[src/rtl/core_pkg.sv]
// Shared definitions for the core's UART input path: default bit timing and RX FSM encoding.
package core_pkg;

    localparam int UART_CLKS_PER_BIT_DEFAULT = 868;
    localparam int UART_FIFO_AW_DEFAULT      = 4;

    typedef enum logic [2:0] {
        RX_ARM   = 3'd0,
        RX_IDLE  = 3'd1,
        RX_START = 3'd2,
        RX_DATA  = 3'd3,
        RX_STOP  = 3'd4
    } uart_rx_state_t;

endpackage

[src/rtl/uart_rx_byte.sv]
// 8N1 UART byte receiver: 2-FF synchronizer on rx, then a bit-timed FSM producing one-cycle
// byte_valid / frame_err pulses. rx_state is the live FSM state for observation.
module uart_rx_byte
    import core_pkg::*;
#(
    parameter int CLKS_PER_BIT = UART_CLKS_PER_BIT_DEFAULT
) (
    input  logic           CLK,
    input  logic           reset,
    input  logic           rx,
    output logic           byte_valid,
    output logic [7:0]     byte_data,
    output logic           frame_err,
    output uart_rx_state_t rx_state
);

    localparam int TW = (CLKS_PER_BIT > 2) ? $clog2(CLKS_PER_BIT) : 1;
    localparam logic [TW-1:0] BIT_LAST  = TW'(CLKS_PER_BIT - 1);
    localparam logic [TW-1:0] HALF_LAST = TW'(CLKS_PER_BIT / 2 - 1);

    logic          rx_meta;
    logic          rx_sync;
    uart_rx_state_t state;
    logic [TW-1:0] timer;
    logic [2:0]    bit_idx;
    logic [7:0]    shreg;

    // Synchronizer resets to the idle (high) level so reset never looks like a start bit.
    always_ff @(posedge CLK) begin
        if (reset) begin
            rx_meta <= 1'b1;
            rx_sync <= 1'b1;
        end else begin
            rx_meta <= rx;
            rx_sync <= rx_meta;
        end
    end

    always_ff @(posedge CLK) begin
        if (reset) begin
            state      <= RX_ARM;
            timer      <= '0;
            bit_idx    <= '0;
            shreg      <= '0;
            byte_valid <= 1'b0;
            byte_data  <= '0;
            frame_err  <= 1'b0;
        end else begin
            byte_valid <= 1'b0;
            frame_err  <= 1'b0;
            case (state)
                RX_ARM: begin
                    // Require a full bit time of idle line before listening for a start bit.
                    if (!rx_sync) begin
                        timer <= '0;
                    end else if (timer == BIT_LAST) begin
                        timer <= '0;
                        state <= RX_IDLE;
                    end else begin
                        timer <= timer + 1'b1;
                    end
                end
                RX_IDLE: begin
                    if (!rx_sync) begin
                        timer <= '0;
                        state <= RX_START;
                    end
                end
                RX_START: begin
                    if (timer == HALF_LAST) begin
                        timer   <= '0;
                        bit_idx <= '0;
                        state   <= rx_sync ? RX_IDLE : RX_DATA;
                    end else begin
                        timer <= timer + 1'b1;
                    end
                end
                RX_DATA: begin
                    if (timer == BIT_LAST) begin
                        timer <= '0;
                        shreg <= {rx_sync, shreg[7:1]};
                        if (bit_idx == 3'd7) begin
                            state <= RX_STOP;
                        end else begin
                            bit_idx <= bit_idx + 1'b1;
                        end
                    end else begin
                        timer <= timer + 1'b1;
                    end
                end
                RX_STOP: begin
                    if (timer == BIT_LAST) begin
                        timer <= '0;
                        if (rx_sync) begin
                            byte_valid <= 1'b1;
                            byte_data  <= shreg;
                            state      <= RX_IDLE;
                        end else begin
                            frame_err <= 1'b1;
                            state     <= RX_ARM;
                        end
                    end else begin
                        timer <= timer + 1'b1;
                    end
                end
                default: begin
                    timer <= '0;
                    state <= RX_ARM;
                end
            endcase
        end
    end

    assign rx_state = state;

endmodule

[src/rtl/uart_input_word_buffer.sv]
// UART input word buffer: packs received bytes big-endian into 32-bit words and queues them in a
// first-word-fall-through FIFO for the write-back stage.
module uart_input_word_buffer
    import core_pkg::*;
#(
    parameter int CLKS_PER_BIT = UART_CLKS_PER_BIT_DEFAULT,
    parameter int FIFO_AW      = UART_FIFO_AW_DEFAULT
) (
    input  logic               CLK,
    input  logic               reset,
    input  logic               rx,
    input  logic               input_ack,
    output logic               input_ready,
    output logic [31:0]        input_data,
    output logic [FIFO_AW:0]   fifo_count,
    output logic               overrun,
    output logic               frame_error,
    output uart_rx_state_t     rx_state
);

    // Handshake: input_ready is a valid flag for input_data; a cycle with input_ack=1 and
    // input_ready=1 consumes the head word, input_ack while input_ready=0 is ignored.

    localparam int DEPTH = 1 << FIFO_AW;

    logic             byte_valid;
    logic [7:0]       byte_data;
    logic             frame_err_pulse;

    logic [1:0]       byte_cnt;
    logic [23:0]      pack;
    logic [31:0]      mem [DEPTH];
    logic [FIFO_AW:0] wr_ptr;
    logic [FIFO_AW:0] rd_ptr;

    logic             empty;
    logic             full;
    logic             push_req;
    logic             push_ok;
    logic             pop;
    logic [31:0]      push_word;

    uart_rx_byte #(
        .CLKS_PER_BIT(CLKS_PER_BIT)
    ) u_rx (
        .CLK        (CLK),
        .reset      (reset),
        .rx         (rx),
        .byte_valid (byte_valid),
        .byte_data  (byte_data),
        .frame_err  (frame_err_pulse),
        .rx_state   (rx_state)
    );

    assign fifo_count = wr_ptr - rd_ptr;
    assign empty      = (wr_ptr == rd_ptr);
    assign full       = (fifo_count == (FIFO_AW+1)'(DEPTH));
    assign push_req   = byte_valid && (byte_cnt == 2'd3);
    assign push_word  = {pack, byte_data};
    assign pop        = input_ack && !empty;
    // When full, a same-cycle pop frees the head slot, which is exactly the slot being written.
    assign push_ok    = push_req && (!full || pop);

    always_ff @(posedge CLK) begin
        if (reset) begin
            byte_cnt <= '0;
            pack     <= '0;
        end else if (byte_valid) begin
            byte_cnt <= byte_cnt + 1'b1;
            pack     <= {pack[15:0], byte_data};
        end
    end

    always_ff @(posedge CLK) begin
        if (push_ok) begin
            mem[wr_ptr[FIFO_AW-1:0]] <= push_word;
        end
    end

    always_ff @(posedge CLK) begin
        if (reset) begin
            wr_ptr      <= '0;
            rd_ptr      <= '0;
            overrun     <= 1'b0;
            frame_error <= 1'b0;
        end else begin
            if (push_ok) begin
                wr_ptr <= wr_ptr + 1'b1;
            end
            if (pop) begin
                rd_ptr <= rd_ptr + 1'b1;
            end
            if (push_req && !push_ok) begin
                overrun <= 1'b1;
            end
            if (frame_err_pulse) begin
                frame_error <= 1'b1;
            end
        end
    end

    assign input_ready = !empty;
    assign input_data  = empty ? 32'h0 : mem[rd_ptr[FIFO_AW-1:0]];

endmodule

[config.mk]
export PLATFORM = sky130hd
export DESIGN_NAME = uart_input_word_buffer
export DESIGN_NICKNAME = d
export VERILOG_FILES = /design/src/rtl/core_pkg.sv /design/src/rtl/uart_rx_byte.sv /design/src/rtl/uart_input_word_buffer.sv
export SDC_FILE = /design/constraint.sdc
export NUM_CORES = 1
export LEC_CHECK = 0
export ABC_CLOCK_PERIOD_IN_PS = 5500
export BUFFER_PORTS_ARGS = -buffer_cell sky130_fd_sc_hd__buf_2
export CAP_MARGIN = 20
export CELL_PAD_IN_SITES_DETAIL_PLACEMENT = 1
export CELL_PAD_IN_SITES_GLOBAL_PLACEMENT = 1
export CORE_MARGIN = 1
export CORE_UTILIZATION = 25
export DETAILED_ROUTE_END_ITERATION = 12
export PLACE_DENSITY = 0.53
export RECOVER_POWER = 100
export SETUP_SLACK_MARGIN = 0.3
export SYNTH_ARGS = -nofsm -noshare
export SYNTH_HDL_FRONTEND = slang
export SYNTH_SLANG_ARGS = --single-unit
[constraint.sdc]
create_clock -name CLK -period 5.5 [get_ports CLK]
set_input_delay 0.275 -clock CLK [delete_from_list [all_inputs] [get_ports CLK]]
set_output_delay 0.275 -clock CLK [all_outputs]
set_load 0.01 [all_outputs]
Word-level counts from Yosys, hierarchy flattened --
Memory sizes are Yosys's and may differ from the RTL's. A register that Yosys moved wholly into a read port is not among the register bits. Index checks and enable logic that the tools add are counted.
Word-level totals: register bits after elaboration 74, RAM bits 512, logic and storage cells 84, memories kept 1
Memories:
- mem | depth 16, width 32, read ports 1, clocked after Yosys merged registers in 1, write ports 1, RTL line uart_input_word_buffer.sv:32 | logic [31:0] mem [DEPTH];
Operators by class: add/sub/neg operators 6, equality and inequality tests 18, mux-type cells 26, bitwise logic cells 2, reductions and logical operators 16
Operators by type and width (count):
- 2-to-1 mux 10 bit | 4
- case mux 10 bit (4 select lines) | 1
- 2-to-1 mux 32 bit | 1
- 2-to-1 mux 3 bit | 10
- case mux 3 bit (5 select lines) | 1
- != test 2 x 1 -> 1 bit (second input constant) | 6
- adder 10 x 1 -> 10 bit (second input constant) | 1
- adder 5 x 1 -> 5 bit (second input constant) | 2
- equality test 10 bit (second input constant) | 1
- equality test 10 x 9 -> 1 bit (second input constant) | 1
- 2-to-1 mux 4 bit | 2
- AND reduction 7 bit | 1
- equality test 3 x 2 -> 1 bit (second input constant) | 2
- equality test 3 bit (second input constant) | 2
- case mux 3 bit (2 select lines) | 1
- equality test 5 bit | 1
- equality test 5 bit (second input constant) | 1
- 2-to-1 mux 1 bit | 5
- subtractor 5 bit | 1
- logical AND 1 bit | 4
- != test 2 bit (second input constant) | 2
- AND reduction 4 bit | 1
- adder 3 x 1 -> 3 bit (second input constant) | 1
- equality test 3 x 1 -> 1 bit (second input constant) | 1
- other kinds (12) | 15

Logic depth before layout (Yosys ltp) --
Gate-level depths: netlist of the first run.
depth in word-level cells 7, mapped depth 10

Modules after synthesis --
Synthesis of the first run repeated with hierarchy kept, for this count alone.
Unflattened totals: cells, all modules 1141, area total of the unflattened synthesis 23028.3 sq um
Modules (own cells, without submodules):
- uart_input_word_buffer | instances 1, cells each 949, area an instance 21345.5 sq um, seq. area each 16215.6 sq um
- uart_rx_byte | instances 1, cells each 192, area an instance 1682.9 sq um, seq. area each 720.7 sq um

Worst setup path after synthesis of the first run --
No wires, ideal clock.
path kind register to register, from register wr_ptr[0], to memory mem[0][0] (enable), library setup time 0.502 ns, data arrival time 4.734 ns, data required time 4.998 ns, slack 0.264 ns, stages on the path, launching flop included 10, cell sequence dfxtp_1 inv_1 ha_1 inv_1 fa_1 xor2_1 nor3_1 nand4b_1 nor2_1 nor4_1
On the way: cells in the longest elaborated chain, start to end 7, elaborated cells between the ends (all ways) 10, those cells by class 1 x add/sub; 2 x eq/ne; 2 x mux; 5 x reduce/logical
RTL lines:
- start: declaration | RTL line uart_input_word_buffer.sv:33 | logic [FIFO_AW:0] wr_ptr;
- start signal: assignment | RTL line uart_input_word_buffer.sv:88 | wr_ptr <= wr_ptr + 1'b1;
- subtractor 5 bit | RTL line uart_input_word_buffer.sv:55 | assign fifo_count = wr_ptr - rd_ptr;
- net fifo_count[2] | RTL line uart_input_word_buffer.sv:15 | output logic [FIFO_AW:0] fifo_count,
- equality test 5 bit | RTL line uart_input_word_buffer.sv:57 | assign full = (fifo_count == (FIFO_AW+1)'(DEPTH));
- zero test 1 bit | RTL line uart_input_word_buffer.sv:62 | assign push_ok = push_req && (!full || pop);
- logical OR 1 bit | RTL line uart_input_word_buffer.sv:62
- logical AND 1 bit | RTL line uart_input_word_buffer.sv:62
- 2-to-1 mux 1 bit | RTL line uart_input_word_buffer.sv:75 | if (push_ok) begin
- 2-to-1 mux 1 bit (implied by the code) | RTL line uart_input_word_buffer.sv:76 | mem[wr_ptr[FIFO_AW-1:0]] <= push_word;
- end: declaration | RTL line uart_input_word_buffer.sv:32
The timed path passes the listed nets, and every way through them passes these cells.

Worst setup path in the final report of the first run --
from register wr_ptr[2], to memory mem[11][13] (enable)
On the way: cells in the longest elaborated chain, start to end 7, elaborated cells between the ends (all ways) 10, those cells by class 1 x add/sub; 2 x eq/ne; 2 x mux; 5 x reduce/logical
RTL lines (RTL line):
- subtractor 5 bit or equality test 5 bit (tied branches) | uart_input_word_buffer.sv:55, uart_input_word_buffer.sv:56
- equality test 5 bit or zero test 1 bit (tied branches) | uart_input_word_buffer.sv:57, uart_input_word_buffer.sv:60
- zero test 1 bit or logical AND 1 bit (tied branches) | uart_input_word_buffer.sv:62, uart_input_word_buffer.sv:60
- logical OR 1 bit | uart_input_word_buffer.sv:62
- logical AND 1 bit | uart_input_word_buffer.sv:62
- 2-to-1 mux 1 bit | uart_input_word_buffer.sv:75
- 2-to-1 mux 1 bit (implied by the code) | uart_input_word_buffer.sv:76
Several ways; a longest one is shown, not always the timed one.

==> run_results.csv, run 1 <==
group,metric,value,unit
outcome,status,"finished, violations left",
outcome,violations,"max-capacitance violations, max-slew violations",
layout,fillers,9211,
synthesis,async_reset_ff_share,0,%
layout,layout-drive-gt1-share,24.6,%
placed_design,dp_cells,2340,
sta,setup_tns,0,ns
cts,cts_sinks,590,
synthesis,synth_cell_type_count,47,
grt,grt_pass1_wl,81300,µm
critical_path,worstPathArrival,4.71,ns
floorplan,rows,110,
synthesis,synthCells,1152,
route,ant_nets,0,
floorplan,die_x,305,µm
grt,grt_overflow,0,
critical_path,crit_family,"simple AND/OR/NAND/NOR gates",
route,viasPerCell,4.53,
critical_path,path_max_fanout,17,
synthesis,syn_area_per_cell,19.9,µm²
layout,area_growth,15.9,%
floorplan,core-area,90600,µm²
critical_path,cp-start-kind,"flop",
route,drc,0,
critical_path,cp_slowest_cell,"nor2_2",
cts,cts.root.buffer_cell,"clkbuf_16",
critical_path,critPathCaptureType,"flop",
cts,cts_tree,"done",
sta,finalCritPeriodShare,80.6,%
route,drt_iter0_drc,610,
layout,layout.cells.non_filler,2455,
floorplan,ioPinCount,47,
sta,finalSetupViolCount,0,
placed_design,gp_congestion,0.717,
layout,antenna_cells,0,
job,cap_viol_max_count,3,
cts,cts.path.max_buffers,3,
cts,post_cts_buffers,0,
layout,nets,1246,
layout,fin_util,29.4,%
placed_design,port_buffers,46,
synthesis,synth_ff_type,"edfxtp_1",
cts,insertion_delay,0.65,ns
critical_path,critical_path.cell_chain,"ha_1 > a21o_1 > a31oi_1 > xnor2_1 > nor2_2 > clkbuf_1 > nor2_2 > clkbuf_2",
sta,maxSlewHeadroom,-150,%
sta,fmax,226,MHz
critical_path,crit_required,5.77,ns
sta,drv_slew,159,
synthesis,ys_seq_area_share,73.8,%
critical_path,critPathMostFrequentCell,"nor2_2",
sta,hold_viol,0,
route,routed_wl,53700,µm
route,vias,11100,
placed_design,place_ws,1.80,ns
floorplan,start_util,25.4,%
power_and_ir_drop,vdd_ir_drop_max,0.000228,V
critical_path,path_class,"reg -> reg",
sta,rsz0062_at_grt,"no",
floorplan,die_y,305,µm
placed_design,dp_hpwl,31000,µm
route,wire_per_inst,21.9,µm
synthesis,synth_area,23000,µm²
grt,grt_max_degree,77,
synthesis,synth_fp_nets,1171,
cts,numCtsBuffers,60,
synthesis,synth-edff-count,512,
critical_path,slowest_delay,1.00,ns
grt,antenna_found_initial,2,
synthesis,yosys_warnings,0,
power_and_ir_drop,power.density,335,nW/µm²
sta,tightestPinTransition,3.76,ns
sta,post-route-min-period,4.43,ns
hold_path,hold_path_class,"in -> reg",
cts,htree_levels,2,
cts,cts.repair.resized,0,
critical_path,worst-path-buf-inv,2,
grt,grt_pass1_vias,12100,
power_and_ir_drop,power,8.91,mW
route,drt_pass1_iterations,4,
cts,cts-hold-fix-buffers,1,
grt,grtUsageTotal,11.6,%
cts,clk_pin_slew,0.06,ns
power_and_ir_drop,p_leak,8.22,nW
sta,timing.final.ws_setup,1.07,ns
synthesis,ys_ff_latch,590,
sta,finalClockSkew,0.0340,ns
floorplan,fp.dieArea,93100,µm²
cell usage in the layout, fill, tap and decap left out, types with 16 or more instances in the layout:
master	netlist	final
clkbuf_16	0	60
and2_0	0	19
a21oi_1	16	16
nor2_1	65	60
buf_2	6	29
clkbuf_1	30	43
nor3_1	17	17
mux2i_1	45	45
mux4_2	160	160
nand2_1	37	37
dfxtp_1	78	73
edfxtp_1	512	512
worst register-to-register path: stages, from the launching register on:
cell      delay (ns)
dfxtp_1         0.61
ha_1            0.32
a21o_1          0.14
a31oi_1         0.05
xnor2_1         0.80
nor2_2          0.07
clkbuf_1        0.42
nor2_2          1.00
clkbuf_2        0.65
area by class of cell:
class | count | area, µm² | share of cell area [%]
Sequential cell | 590 | 16900 | 63.7
Multi-Input combinational cell | 487 | 5710 | 21.4
Clock buffer | 91 | 1690 | 6.34
Tap cell | 1176 | 1470 | 5.53
Timing Repair Buffer | 74 | 449 | 1.69
Clock inverter | 23 | 307 | 1.15
Inverter | 14 | 52.6 | 0.197
flip-flops by register name (all words and copies together) (netlist names), named ones only:
name / count
mem: 512
pack: 24
u_rx.timer: 10
u_rx.byte_data: 8
u_rx.shreg: 8
rd_ptr: 5
wr_ptr: 5
u_rx.bit_idx: 3
u_rx.rx_state: 3
byte_cnt: 2
frame_error: 1
overrun: 1
u_rx.byte_valid: 1
u_rx.frame_err: 1
u_rx.rx_meta: 1
u_rx.rx_sync: 1
power breakdown:
| part | internal [mW] | switching (mW) | leakage (nW) |
|---|---|---|---|
| Combinational | 0.00483 | 0.0167 | 1.88 |
| Sequential | 4.79 | 0.00285 | 5.37 |
| Clock | 2.36 | 1.73 | 0.965 |
per-stage QoR:
step	hold WS, ns	area, µm²
2_1_floorplan	0.379	23000
3_3_place_gp	0.400	24700
3_5_place_dp	0.398	24700
4_1_cts	0.0102	26700
5_1_grt	0.0490	26600
6_report	0.0525	26600
metal layers:
metal | vias to the layer above | GRT usage (%) | routed length [µm] | part of all wire [%]
met3 | 69 | 1.72 | 1680 | 3.1
met1 | 6033 | 15.3 | 24200 | 45
li1 | 4849 | - | - | -
met5 | - | 0 | 0 | 0
met4 | 0 | 3.02 | 930 | 1.7
met2 | 159 | 20.0 | 27000 | 50
synth_stat cells (4+ instances only):
library cell  number  share of area [%]
a21oi_1           16               0.35
and2_1            34               0.93
and3_1             6               0.16
buf_1             11               0.18
buf_2              6               0.13
buf_4             12               0.39
clkbuf_1          30               0.49
dfxtp_1           78                6.8
edfxtp_1         512                 67
ha_1              14               0.76
inv_1             14               0.23
mux2i_1           45                2.0
mux4_2           160                 16
nand2_1           37               0.60
nand3_1           12               0.26
nand4_1            4               0.11
nor2_1            65                1.1
nor2b_1            4               0.11
nor3_1            17               0.37
nor4_1            14               0.38
o21ai_0           11               0.24
o311ai_0           6               0.23
or3_1              6               0.16
xor2_1             4               0.15
cells by family after synthesis:
kind of cell             Yosys count  share of synthesized area, %
flip-flops                       590                          73.8
AO/OA/AOI/OAI                     48                          1.37
AND/OR/NAND/NOR                  211                          4.57
buffers and inverters             75                          1.49
XOR/XNOR                           7                         0.267
multiplexers                     206                          17.7
adder cells (fa/ha/maj)           15                         0.850
path summary, 6_finish.rpt:
| kind | startpoint | slack [ns] | cells after the start | endpoint |
|---|---|---|---|---|
| max | wr_ptr[2] | 1.07 | 8 | mem[11][13] |
| min reg2reg | u_rx.rx_meta | 0.41 | 1 | u_rx.rx_sync |
| max reg2reg | wr_ptr[2] | 1.07 | 8 | mem[11][13] |
| min | input_ack | 0.05 | 4 | flop |
Note: power is estimated with default switching activity, not from simulation.
==> inputs of run 2 (changes only) <==
ABC_AREA = 1   (was not set)
ABC_CLOCK_PERIOD_IN_PS = 3600   (was 5500)
PLACE_DENSITY = 0.55   (was 0.53)
clock period = 3.6 ns   (was 5.5 ns; I/O delays follow)
==> run_results.csv, run 2 <==
group,metric,value,unit
outcome,status,"finished, violations left",
outcome,violations,"max-capacitance violations, max-slew violations",
job,cap_viol_max_count,1,
sta,fmax,304,MHz
layout,antenna_cells,0,
cts,clk_pin_slew,0.06,ns
floorplan,start_util,25.2,%
cts,cts.path.max_buffers,3,
hold_path,hold_path_depth,2,
critical_path,critPathCaptureType,"flop",
route,viasPerCell,4.68,
critical_path,cp-start-kind,"flop",
critical_path,r2r_end,"mem[11][19]",
synthesis,synth_fp_nets,2023,
sta,finalClockSkew,0.0295,ns
layout,layout-drive-gt1-share,8.87,%
sta,rsz0062_at_grt,"yes",
layout,layout.cells.non_filler,3373,
critical_path,crit_required,3.81,ns
synthesis,ys_seq_area_share,71.8,%
layout,fillers,10300,
critical_path,worst_r2r_path_depth,13,
grt,grt_pass1_wl,105000,µm
layout,nets,2085,
placed_design,port_buffers,46,
critical_path,critPathMostFrequentCell,"nand2_1",
synthesis,synth_area,23600,µm²
placed_design,dpl_cell_area,25600,µm²
critical_path,r2r_slack,0.31,ns
cts,htree_levels,3,
floorplan,fp.dieArea,95600,µm²
sta,maxSlewHeadroom,-10.2,%
route,vias,15800,
critical_path,startpoint,"wr_ptr[0]",
synthesis,synth_cell_type_count,35,
sta,finalCritPeriodShare,91.3,%
synthesis,synthTopCellsByCount,"edfxtp_1, nor2_1, nand2_1, o21ai_0, a21oi_1",
layout,final_common_cell,"edfxtp_1",
grt,grtUsageTotal,14.5,%
floorplan,rows,112,
power_and_ir_drop,p_leak,10.0,nW
floorplan,die_y,309,µm
synthesis,yosys_warnings,0,
placed_design,dp_cells,3239,
grt,antenna_found_initial,0,
grt,grt_max_degree,94,
synthesis,ys_ff_latch,590,
critical_path,path_max_fanout,17,
route,drc,0,
synthesis,synth-edff-count,512,
floorplan,die_x,309,µm
grt,grt_overflow,0,
cts,cts.root.buffer_cell,"clkbuf_16",
sta,hold_viol,0,
cts,numCtsBuffers,68,
synthesis,async_reset_ff_share,0,%
critical_path,slowest_delay,0.62,ns
layout,largest_reg_flops,512,
sta,finalSetupViolCount,0,
synthesis,synth_ff_type,"edfxtp_1",
sta,drv_slew,36,
synthesis,synthTopCellsByArea,"edfxtp_1, dfxtp_1, nor2_1",
placed_design,dp_hpwl,40200,µm
cts,insertion_delay,0.61,ns
placed_design,gp_congestion,0.758,
critical_path,reg2reg_from,"wr_ptr[0]",
cts,cts_tree,"done",
critical_path,path_class,"reg -> reg",
layout,area_growth,17.3,%
floorplan,ioPinCount,47,
hold_path,min_from,"reset",
sta,setup_tns,0,ns
power_and_ir_drop,vdd_ir_drop_max,0.000309,V
critical_path,critical_path.cell_chain,"inv_1 > ha_1 > inv_1 > fa_1 > nand3_1 > nand2_1 > nand2_1 > nand2_1 > nand3_1 > nand2_4 > clkbuf_1 > nor3_1 > clkbuf_2",
power_and_ir_drop,power.density,551,nW/µm²
hold_path,hold_path_class,"in -> reg",
critical_path,cp_slowest_cell,"clkbuf_2",
synthesis,synth_top_area_share,65.2,%
synthesis,syn_area_per_cell,11.8,µm²
route,wire_per_inst,20.7,µm
layout,final_area,27700,µm²
route,drt_iter0_drc,1103,
route,ant_nets,0,
sta,tightestPinTransition,1.65,ns
synthesis,yosysMostFrequentCell,"edfxtp_1",
route,drt_pass1_iterations,4,
synthesis,synthCells,2004,
cts,cts_sinks,590,
route,routed_wl,69900,µm
hold_path,min_to,"u_rx.rx_state[1]",
synthesis,yosys.area.top_type,"edfxtp_1",
floorplan,core-area,93500,µm²
layout,layout_common_cells,"edfxtp_1, nand2_1, nor2_1",
grt,grt_pass1_vias,16500,
sta,post-route-min-period,3.29,ns
critical_path,worstPathArrival,3.50,ns
-- run 2: cell count changes after synthesis, sizes merged, moves of 45 or more --
| cell | previous run | this run |
|---|---|---|
| nand2 | 37 | 308 |
| o21ai | 11 | 209 |
| nor2 | 66 | 316 |
| a21oi | 16 | 138 |
| mux4 | 160 | 0 |
| inv | 14 | 62 |
| mux2i | 45 | 0 |
| nand3 | 12 | 122 |
-- run 2: worst max-delay path, delay by kind of cell (launching register included) --
family,cells,cell delay (ns)
flip-flops,1,0.32
buffers and inverters,4,1.00
AND/OR/NAND/NOR,7,0.95
adder cells (fa/ha/maj),2,0.58
-- run 2: layout make-up --
type	instances	area, µm²	area share [%]
flip-flops and latches	590	16900	61.2
repair buffers	113	867	3.13
inverters	63	248	0.895
clock inverters	31	260	0.940
multi-input cells	1230	5930	21.4
clock buffers	92	1870	6.74
well taps	1254	1570	5.67
-- run 2: how the worst max path moves through the flow --
| stage | cells after the start | slack (ns) | end |
|---|---|---|---|
| after floorplan | 11 | -0.65 | mem[11][0] |
| after global placement | 14 | 0.24 | mem[4][1] |
| after detailed placement | 15 | 0.42 | mem[6][31] |
| after CTS | 9 | 0.29 | input_data[5] |
| after global routing | 4 | 0.12 | pack[21] |
| final | 13 | 0.31 | mem[11][19] |
-- run 2: cells by family after synthesis --
logic type | after synthesis | share of synthesized area [%]
fa+ha+maj | 15 | 0.827
compound gates | 445 | 10.7
simple gates | 761 | 13.0
flops | 590 | 71.8
xor+xnor | 8 | 0.297
buf+inv | 185 | 3.48
-- run 2: metrics by stage --
| step | setup slack, ns | hold WS [ns] | utilization (%) | total power, mW |
|---|---|---|---|---|
| floorplan | -0.649 | 0.284 | - | 8.35 |
| global route | 0.118 | 0.0213 | 29.6 | 15.8 |
| CTS | 0.292 | 0.00583 | 29.7 | 15.4 |
| finish | 0.312 | 0.0138 | 29.6 | 15.2 |
| global placement | 0.237 | 0.369 | 27.2 | 8.72 |
| detailed placement | 0.417 | 0.371 | 27.4 | 8.75 |
-- run 2: timing repair --
item                                    CTS  global route
gates resized for setup                   3             1
endpoints found under the setup margin   20            50
gates cloned                              1             1
pin swaps                                 0             4
setup buffers                             0             7
hold buffers                              1             0
endpoints found under the hold margin     1             0
-- run 2: routing by layer --
| layer | wire (µm) | share of wire (%) | GRT usage (%) | up-vias |
|---|---|---|---|---|
| li1 | - | - | - | 7284 |
| met1 | 31900 | 46 | 19.2 | 8157 |
| met2 | 34400 | 49 | 25.0 | 266 |
| met3 | 2440 | 3.5 | 2.30 | 83 |
| met4 | 1240 | 1.8 | 3.04 | 0 |
| met5 | 0 | 0 | 0 | - |
-- run 2: report_power, final --
group	switching, mW	internal [mW]	leakage, nW	total [mW]
Combinational	0.841	0.352	2.78	1.19
Clock	2.78	3.87	1.03	6.65
Sequential	0.0483	7.36	6.21	7.40
